===== config.mk =====
export PLATFORM = sky130hd
export DESIGN_NAME = spike_event_encoder_flat
export DESIGN_NICKNAME = d
export VERILOG_FILES = /design/src/rtl/snn_pkg.sv /design/src/rtl/spike_event_encoder_if.sv /design/src/rtl/event_fifo.sv /design/src/rtl/spike_event_encoder.sv /design/src/flat_wrapper.sv
export SDC_FILE = /design/constraint.sdc
export NUM_CORES = 1
export LEC_CHECK = 0
export CAP_MARGIN = 20
export CORE_UTILIZATION = 35
export CTS_CLUSTER_DIAMETER = 150
export DETAILED_ROUTE_END_ITERATION = 10
export DONT_BUFFER_PORTS = 1
export SKIP_CTS_REPAIR_TIMING = 1
export SLEW_MARGIN = 40
export SYNTH_ARGS = -nofsm -noshare
export SYNTH_HDL_FRONTEND = slang
export SYNTH_SLANG_ARGS = --single-unit

===== constraint.sdc =====
create_clock -name clk -period 2.85 [get_ports clk]
set_input_delay 0.285 -clock clk [delete_from_list [all_inputs] [get_ports clk]]
set_output_delay 0.285 -clock clk [all_outputs]
set_load 0.05 [all_outputs]

===== src/rtl/snn_pkg.sv =====
// Shared definitions for the spike event encoder slice.
// Holds the event and byte widths and the output serializer state
// encoding used by the encoder top and its testbench.
package snn_pkg;

    localparam int EVENT_W = 16;
    localparam int TS_W    = 8;
    localparam int BYTE_W  = 8;

    // Output serializer states: idle, sending the timestamp byte,
    // sending the spike-mask byte.
    typedef enum logic [1:0] {
        IDLE     = 2'd0,
        SEND_TS  = 2'd1,
        SEND_SPK = 2'd2
    } state_e;

endpackage


===== src/rtl/spike_event_encoder_if.sv =====
// Byte-stream handshake bundle between the spike event encoder and the
// chip output interface.
//   out_data  : serialized event byte (encoder -> consumer)
//   out_valid : out_data is valid     (encoder -> consumer)
//   out_ready : consumer accepts byte (consumer -> encoder)
// master is the encoder side, slave is the consumer side.
interface spike_event_encoder_if;
    import snn_pkg::*;

    logic [BYTE_W-1:0] out_data;
    logic              out_valid;
    logic              out_ready;

    modport master (output out_data, output out_valid, input out_ready);
    modport slave  (input out_data, input out_valid, output out_ready);

endinterface


===== src/rtl/event_fifo.sv =====
// Circular-buffer FIFO for timestamped spike events.
// Ports:
//   clk, reset : clock and asynchronous active-low reset
//   push_i     : request to write data_i (ignored when full unless popping)
//   pop_i      : request to remove the head entry (ignored when empty)
//   data_i     : entry to write
//   data_o     : current head entry
//   full_o     : DEPTH entries held
//   empty_o    : no entries held
//   level_o    : current occupancy, 0..DEPTH
module event_fifo #(
    parameter int WIDTH = 16,
    parameter int DEPTH = 4,
    localparam int AW   = $clog2(DEPTH),
    localparam int LW   = $clog2(DEPTH) + 1
) (
    input  logic             clk,
    input  logic             reset,
    input  logic             push_i,
    input  logic             pop_i,
    input  logic [WIDTH-1:0] data_i,
    output logic [WIDTH-1:0] data_o,
    output logic             full_o,
    output logic             empty_o,
    output logic [LW-1:0]    level_o
);

    logic [WIDTH-1:0] mem_q [DEPTH];
    logic [AW-1:0]    wr_ptr_q;
    logic [AW-1:0]    rd_ptr_q;
    logic [LW-1:0]    level_q;
    logic             do_pop;
    logic             do_push;

    // A push into a full FIFO is still accepted when the head leaves on
    // the same edge, so the slot being freed is reused immediately.
    assign do_pop  = pop_i && !empty_o;
    assign do_push = push_i && (!full_o || do_pop);

    assign full_o  = (level_q == LW'(DEPTH));
    assign empty_o = (level_q == '0);
    assign level_o = level_q;
    assign data_o  = mem_q[rd_ptr_q];

    // Storage array needs no reset; occupancy is tracked by level_q.
    always_ff @(posedge clk) begin
        if (do_push) begin
            mem_q[wr_ptr_q] <= data_i;
        end
    end

    // Pointers wrap naturally because DEPTH is a power of two.
    always_ff @(posedge clk or negedge reset) begin
        if (!reset) begin
            wr_ptr_q <= '0;
            rd_ptr_q <= '0;
            level_q  <= '0;
        end else begin
            if (do_push) begin
                wr_ptr_q <= wr_ptr_q + AW'(1);
            end
            if (do_pop) begin
                rd_ptr_q <= rd_ptr_q + AW'(1);
            end
            if (do_push && !do_pop) begin
                level_q <= level_q + LW'(1);
            end else if (do_pop && !do_push) begin
                level_q <= level_q - LW'(1);
            end
        end
    end

endmodule


===== src/rtl/spike_event_encoder.sv =====
// Spike event encoder: captures every enabled cycle with any neuron spike
// as a {timestamp, spike mask} event, queues it, and streams each event
// as two bytes (timestamp first) over a valid/ready handshake.
// Ports:
//   clk, reset     : clock and asynchronous active-low reset
//   enable         : capture and timestamp enable
//   spikes_in      : one spike bit per neuron
//   out_if         : byte stream (out_data/out_valid/out_ready), master side
//   overflow       : sticky flag, an event was dropped on a full FIFO
//   clear_overflow : synchronous clear of overflow and drop_count
//   drop_count     : dropped events, saturating at 255
//   fifo_level     : queued events
module spike_event_encoder
    import snn_pkg::*;
#(
    parameter int N     = 4,
    parameter int DEPTH = 4,
    localparam int LW   = $clog2(DEPTH) + 1
) (
    input  logic                   clk,
    input  logic                   reset,
    input  logic                   enable,
    input  logic [N-1:0]           spikes_in,
    spike_event_encoder_if.master  out_if,
    output logic                   overflow,
    input  logic                   clear_overflow,
    output logic [7:0]             drop_count,
    output logic [LW-1:0]          fifo_level
);

    logic [TS_W-1:0]    ts_q, ts_d;
    logic [BYTE_W-1:0]  spk_ext;
    logic [EVENT_W-1:0] head;
    logic               capture;
    logic               pop;
    logic               full;
    logic               empty;
    logic               drop;
    state_e             state_q, state_d;
    logic               overflow_q, overflow_d;
    logic [7:0]         drop_count_q, drop_count_d;
    logic               valid_c;
    logic [BYTE_W-1:0]  data_c;

    assign capture = enable && (spikes_in != '0);
    // The head leaves the queue once its second byte is accepted.
    assign pop     = (state_q == SEND_SPK) && out_if.out_ready;
    // full implies non-empty, so a pop here always frees a slot.
    assign drop    = capture && full && !pop;

    // Widen the spike mask to a full byte with zero upper bits.
    always_comb begin
        spk_ext = '0;
        spk_ext[N-1:0] = spikes_in;
    end

    event_fifo #(.WIDTH(EVENT_W), .DEPTH(DEPTH)) u_fifo (
        .clk     (clk),
        .reset   (reset),
        .push_i  (capture),
        .pop_i   (pop),
        .data_i  ({ts_q, spk_ext}),
        .data_o  (head),
        .full_o  (full),
        .empty_o (empty),
        .level_o (fifo_level)
    );

    // Timestamp advances on every enabled edge and wraps at 255.
    always_comb begin
        ts_d = ts_q;
        if (enable) begin
            ts_d = ts_q + TS_W'(1);
        end
    end

    // Clear takes priority over a drop occurring on the same edge.
    always_comb begin
        overflow_d   = overflow_q;
        drop_count_d = drop_count_q;
        if (clear_overflow) begin
            overflow_d   = 1'b0;
            drop_count_d = '0;
        end else if (drop) begin
            overflow_d = 1'b1;
            if (drop_count_q != 8'hFF) begin
                drop_count_d = drop_count_q + 8'd1;
            end
        end
    end

    // Serializer: after the spike byte is accepted, keep going if anything
    // remains queued after the pop, counting an event captured this edge.
    always_comb begin
        state_d = state_q;
        valid_c = 1'b0;
        data_c  = '0;
        case (state_q)
            IDLE: begin
                if (!empty) begin
                    state_d = SEND_TS;
                end
            end
            SEND_TS: begin
                valid_c = 1'b1;
                data_c  = head[EVENT_W-1:BYTE_W];
                if (out_if.out_ready) begin
                    state_d = SEND_SPK;
                end
            end
            SEND_SPK: begin
                valid_c = 1'b1;
                data_c  = head[BYTE_W-1:0];
                if (out_if.out_ready) begin
                    state_d = (fifo_level > LW'(1) || capture) ? SEND_TS : IDLE;
                end
            end
            default: begin
                state_d = IDLE;
            end
        endcase
    end

    always_ff @(posedge clk or negedge reset) begin
        if (!reset) begin
            ts_q         <= '0;
            state_q      <= IDLE;
            overflow_q   <= 1'b0;
            drop_count_q <= '0;
        end else begin
            ts_q         <= ts_d;
            state_q      <= state_d;
            overflow_q   <= overflow_d;
            drop_count_q <= drop_count_d;
        end
    end

    assign out_if.out_valid = valid_c;
    assign out_if.out_data  = data_c;
    assign overflow         = overflow_q;
    assign drop_count       = drop_count_q;

endmodule


===== src/flat_wrapper.sv =====
// flat-port wrapper written by rule: the top's interface ports become plain ports
module spike_event_encoder_flat import snn_pkg::*;
#(
    parameter int N     = 4,
    parameter int DEPTH = 4,
    localparam int LW   = $clog2(DEPTH) + 1
)
  (clk, reset, enable, spikes_in, overflow, clear_overflow, drop_count, fifo_level, out_if_out_data, out_if_out_valid, out_if_out_ready);
  spike_event_encoder_if out_if_i ();
  input  logic clk;
  input  logic reset;
  input  logic enable;
  input  logic [N-1:0] spikes_in;
  output logic overflow;
  input  logic clear_overflow;
  output logic [7:0] drop_count;
  output logic [LW-1:0] fifo_level;
  output wire logic [$bits(out_if_i.out_data)-1:0] out_if_out_data;
  output wire logic [$bits(out_if_i.out_valid)-1:0] out_if_out_valid;
  input wire logic [$bits(out_if_i.out_ready)-1:0] out_if_out_ready;
  assign out_if_out_data = out_if_i.out_data;
  assign out_if_out_valid = out_if_i.out_valid;
  assign out_if_i.out_ready = out_if_out_ready;
  spike_event_encoder #(.N(N), .DEPTH(DEPTH)) u_core (.clk(clk), .reset(reset), .enable(enable), .spikes_in(spikes_in), .out_if(out_if_i), .overflow(overflow), .clear_overflow(clear_overflow), .drop_count(drop_count), .fifo_level(fifo_level));
endmodule

Word-level counts from Yosys, hierarchy flattened

Memories as Yosys holds them, arrays and structs flattened.
Cells that the tools add are included.

Memories kept: 1
Output and inout bits: 21
RAM bits: 48
Logic and storage cells: 62
Bits in registers: 26

Muxes and demuxes: 16
Order comparisons: 1
$add $sub $neg: 6
Reductions and logical operators: 24
Eq/ne operators: 7

Memories:

| name                | words | bits a word | read ports | clocked after Yosys merged registers in | write ports | line             | RTL |
|---|---|---|---|---|---|---|---|
| u_core.u_fifo.mem_q | 4     | 12          | 1          | 0                                       | 1           | event_fifo.sv:28 | `logic [WIDTH-1:0] mem_q [DEPTH];` |

Operator list:

| kind                | number |
|---|---|
| $mux 8              | 3 |
| $add 8x1->8 const B | 2 |
| $pmux 8 s2          | 1 |
| $logic_and 1x1->1   | 8 |
| $ne 8x8->1 const B  | 1 |
| $mux 1              | 6 |
| $mux 2              | 3 |
| $mux 3              | 2 |
| $ne 2x2->1 const B  | 3 |
| $pmux 2 s3          | 1 |
| $reduce_bool 2->1   | 3 |
| $logic_not 1->1     | 5 |
| $add 2x1->2 const B | 2 |
| $reduce_bool 4->1   | 1 |
| $add 3x1->3 const B | 1 |
| $eq 3x3->1 const B  | 1 |
| $gt 3x1->1 const B  | 1 |
| $logic_not 3->1     | 1 |
| $reduce_and 3->1    | 1 |
| $sub 3x1->3 const B | 1 |
| $eq 2x1->1 const B  | 1 |
| $eq 2x2->1 const B  | 1 |
| $logic_not 2->1     | 1 |
| $logic_or 1x1->1    | 2 |
| other kinds (2)     | 2 |

Logic depth before layout (Yosys ltp)

Word-level depth: 9
Gate-level depth with buffers: 9

Modules after synthesis

From an unflattened synthesis, not the netlist that was laid out.

Cells, all modules: 230
Area, all modules: 3885.0 sq um

Modules (own cells, without submodules):

| module              | cells each | instances | area each (sq um) |
|---|---|---|---|
| event_fifo          | 119        | 1         | 2778.9 |
| spike_event_encoder | 111        | 1         | 1106.1 |

Worst setup path before layout

No wires, ideal clock.

Kind: register to register
From: register u_core.u_fifo.level_q[0], in the netlist u_core.u_fifo.level_o[0]
To: memory u_core.u_fifo.mem_q[0][0] in the netlist's numbering, enable pin
Cell stages (with the launch flop): 5
Setup slack: 642 ps
Data required time: 2495 ps
Arrival time: 1853 ps
Cell sequence: dfrtp_1 > inv_1 > ha_1 > a31oi_1 > and2_1

Cells in the longest elaborated chain, start to end: 7
Elaborated cells on any way between the ends: 9
Classes of those cells: eq/ne (1); mux (2); reduce/logical (6)

RTL lines:

| what                             | line             | RTL |
|---|---|---|
| start: declaration               | event_fifo.sv:31 | `logic [LW-1:0] level_q;` |
| start signal: assignment         | event_fifo.sv:66 | `level_q <= level_q + LW'(1);` |
| start signal: assignment         | event_fifo.sv:68 | `level_q <= level_q - LW'(1);` |
| $logic_not 3->1                  | event_fifo.sv:41 | `assign empty_o = (level_q == '0);` |
| $logic_not 1->1                  | event_fifo.sv:37 | `assign do_pop = pop_i && !empty_o;` |
| $logic_and 1x1->1                | event_fifo.sv:37 |  |
| $logic_or 1x1->1 (*)             | event_fifo.sv:38 | `assign do_push = push_i && (!full_o \|\| do_pop);` |
| $logic_and 1x1->1 (*)            | event_fifo.sv:38 |  |
| $mux 1 (*)                       | event_fifo.sv:47 | `if (do_push) begin` |
| $mux 1 (not written as such) (*) | event_fifo.sv:48 | `mem_q[wr_ptr_q] <= data_i;` |
| end: declaration                 | event_fifo.sv:28 |  |

Mark *: on every way between the ends. The rest lies on a longest branch, timed or not.

Worst setup path after layout

From: register u_core.u_fifo.rd_ptr_q[0]
To: output port out_if_out_data[2]

Cells in the longest elaborated chain, start to end: 2

RTL lines:

| what                     | line                      | RTL |
|---|---|---|
| start: declaration       | event_fifo.sv:30          | `logic [AW-1:0] rd_ptr_q;` |
| start signal: assignment | event_fifo.sv:63          | `rd_ptr_q <= rd_ptr_q + AW'(1);` |
| $mem_v2 4x12             | n/a                       |  |
| $pmux 8 s2               | spike_event_encoder.sv:98 | `case (state_q)` |
| end: declaration         | flat_wrapper.sv:18        | `output wire logic [$bits(out_if_i.out_data)-1:0] out_if_out_data;` |

Every way passes these cells.

==> results.tsv <==
stage	metric	value	unit
outcome	outcome	completed	
route	drt first pass iters	5	
timing	Tcrit/Tclk final	0.858	
floorplan	core area	8890	um^2
synth	syn avg cell area	15.5	um^2
timing	Final setup viols	0	
critical_path	CP startpoint kind	flop	
floorplan	Die X	98.6	um
timing	Hold Vio Cnt, Final	0	
timing	min Tclk post-route	2.45	ns
timing	Slew headroom	0.515	
cells_and_area	Area growth syn-to-layout	14.5	%
route	DRC violation count after routing	0	
power_and_ir_drop	Pwr Density	1070	nW/um^2
route	Wirelength per Cell	16.5	um
cells_and_area	ratio of cells with drive above 1 in the final layout	0.197	
critical_path	R2R depth	6	
power_and_ir_drop	Net Sw Power	1.44	mW
global_routing	number of global-route vias before repair	1776	
power_and_ir_drop	leak pwr	1.42	nW
timing	fmax	409	MHz
global_routing	largest net degree at the start of global routing	27	
critical_path	WP data arrival	2.16	ns
timing	RSZ-0062 raised after global routing	no	
cells_and_area	multi-input logic area	1100	um^2
route	DRT iter0 DRCs	64	
floorplan	DIE AREA	9730	um^2
route	vias per inst	5.12	
synth	most frequent cell after synthesis	edfxtp_1	
synth	Syn Inst Count	211	
cells_and_area	Final Util	0.421	
timing	Max Clock Skew	0.0144	ns
synth	share of Yosys cell area claimed by the top area cell type	0.441	
global_routing	initial antenna violation count	0	
cells_and_area	# diodes	0	
critical_path	reg2reg setup slack	0.56	ns
critical_path	Crit. End Element	output port	
synth	Seq/Total Area, Yosys	0.640	
synth	top_reg_cell synth	edfxtp_1	
power_and_ir_drop	worst vdd ir	0.320	mV
route	DRT Wirelength	5720	um
clock_tree	clk slew on worst S/H paths	0.08	ns
synth	Netlist Area Pre-Place	3270	um^2
min_path	hold path depth	0	
floorplan	Starting Density	0.368	
job	Max-cap violations	0	
critical_path	worst reg2reg endpoint	u_core.u_fifo.mem_q[3][6]	
route	ANT nets after route	0	
clock_tree	H-tree levels	3	
route	vias	1770	
clock_tree	worst skew pair latency	0.34	ns
min_path	hold crit path type	input port to flop	
synth	fraction of registers with async set/reset	0.351	
power_and_ir_drop	Int Power	2.55	mW
synth	Yosys Warn Count	0	
power_and_ir_drop	Reg power frac	0.440	
power_and_ir_drop	Comb pwr share	0.338	
clock_tree	CTS tree	done	
cells_and_area	filler instances	802	
critical_path	Critical Path Source	u_core.u_fifo.rd_ptr_q[0]	
synth	EDFF count, synth	48	
cells_and_area	FF/Latch Area	2090	um^2
critical_path	reg2reg start	u_core.u_fifo.level_o[1]	
clock_tree	CTS buffer count	9	
min_path	worst hold endpoint	u_core.u_fifo.mem_q[0][1]	
placed_design	DP HPWL	3990	um
power_and_ir_drop	Final Power	3.99	mW
placed_design	IO buf count	0	
clock_tree	clk root buf	clkbuf_8	
timing	TNS Setup	0	ns
synth	synthesized flop and latch total	74	
power_and_ir_drop	switching share of power	0.362	
critical_path	crit path max fanout	8	
synth	top post-synthesis cells by area	edfxtp_1, dfrtp_1, mux4_2, ha_1, xnor2_1	
clock_tree	clock tree buffer depth	2	
global_routing	global-route total usage across every layer	0.128	
synth	top cells by count, synth	edfxtp_1, dfrtp_1, ha_1	
floorplan	Top-Level Pins	30	
critical_path	CP required	2.57	ns
floorplan	die height	98.6	um
min_path	hold path start	spikes_in[1]	
synth	synth unique cells	41	
placed_design	gpl congestion	0.762	
power_and_ir_drop	Clock Power Share	0.222	
synth	Synth area leader	edfxtp_1	
cells_and_area	final net count	258	
global_routing	first-pass GRT wire length	9250	um
global_routing	residual overflow from global routing	0	
floorplan	row cnt	34	
synth	Mapped Nets	236	
timing	worst-margin pin slew	0.718	ns
critical_path	WS Path Type	flop to output port	
clock_tree	CTS sink cnt	74	
timing	Final Max Slew Viols	0	
==> cells by family (layout without fill, tap and decap cells) <==
kind of cell             Yosys count  after routing  synth area share
flip-flops                        74             74             0.640
AND/OR/NAND/NOR                   46             46            0.0804
AO/OA/AOI/OAI                     29             29            0.0643
buffers and inverters             17             44            0.0234
adder cells (fa/ha/maj)           16             16            0.0613
multiplexers                      16             16            0.0957
XOR/XNOR                          13             13            0.0348
==> per-stage QoR <==
| stage | std cells | worst slack, ns | area, um^2 | hold WS [ns] |
|---|---|---|---|---|
| floorplan | 211 | 0.642 | 3270 | -0.0106 |
| global placement | 327 | 0.622 | 3490 | -0.00948 |
| detailed placement | 327 | 0.575 | 3490 | -0.00955 |
| CTS | 343 | 0.338 | 3700 | -0.383 |
| global route | 346 | 0.245 | 3740 | 0.0104 |
| finish | 346 | 0.404 | 3740 | 0.0335 |
==> power groups by stage <==
stage	sequential, mW	clock, mW	combinational (mW)
floorplan	1.74	0	1.03
global placement	1.77	0	1.36
detailed placement	1.79	0	1.36
CTS	1.76	0.906	1.36
global route	1.80	0.946	1.47
finish	1.76	0.886	1.35
==> cell usage in the layout (no fill, tap or decap), drive strengths merged, types with 3 or more instances in the layout <==
cell type  Yosys  routed
xor2           6       6
nand4          5       5
nand3          4       4
inv           11      13
nor2           6       6
o21ai          5       5
buf            6      15
xnor2          7       7
and3           4       4
nand2         10      10
a21oi          4       4
mux4          12      12
nor2b          5       5
and2           4       4
o41ai          3       3
clkbuf         0      10
a22oi          4       4
dfrtp         26      26
ha            16      16
edfxtp        48      48
==> area by class of cell <==
cell class / instances / area share
Clock inverter: 6 / 0.0241
Timing Repair Buffer: 17 / 0.0421
Clock buffer: 10 / 0.0341
Multi-Input combinational cell: 120 / 0.294
Inverter: 11 / 0.0110
Sequential cell: 74 / 0.559
Tap cell: 108 / 0.0361
==> critical path: stages (launching register included) <==
cell	delay [ns]
dfrtp_1	0.66
buf_12	0.20
mux4_2	0.50
a22oi_1	0.21
nor2b_1	0.07
buf_4	0.19
==> state kept, by name, indices dropped and copies added (netlist names) <==
register	count
u_core.drop_count	8
u_core.u_fifo.wr_ptr_q	2
u_core.u_fifo.level_o	3
u_core.ts_q	8
u_core.u_fifo.mem_q	48
u_core.u_fifo.rd_ptr_q	2
u_core.overflow	1
u_core.state_q	2
==> worst max-delay path by stage <==
stage               cells after the start                   endpoint
floorplan                               4  u_core.u_fifo.mem_q[0][0]
CTS                                     3         out_if_out_data[6]
global route                            5         out_if_out_data[2]
finish                                  5         out_if_out_data[2]
detailed placement                      6  u_core.u_fifo.mem_q[3][9]
global placement                        6  u_core.u_fifo.mem_q[3][6]
==> routing by layer <==
layer / GRT usage / wire length (um) / vias to the layer above / share of wire
met1: 0.158 / 2610 / 880 / 0.46
li1: - / - / 851 / -
met3: 0.0340 / 213 / 9 / 0.037
met2: 0.209 / 2790 / 30 / 0.49
met4: 0.0620 / 109 / 0 / 0.019
met5: 0 / 0 / - / 0
No activity file was read; power rests on OpenSTA's default activity.
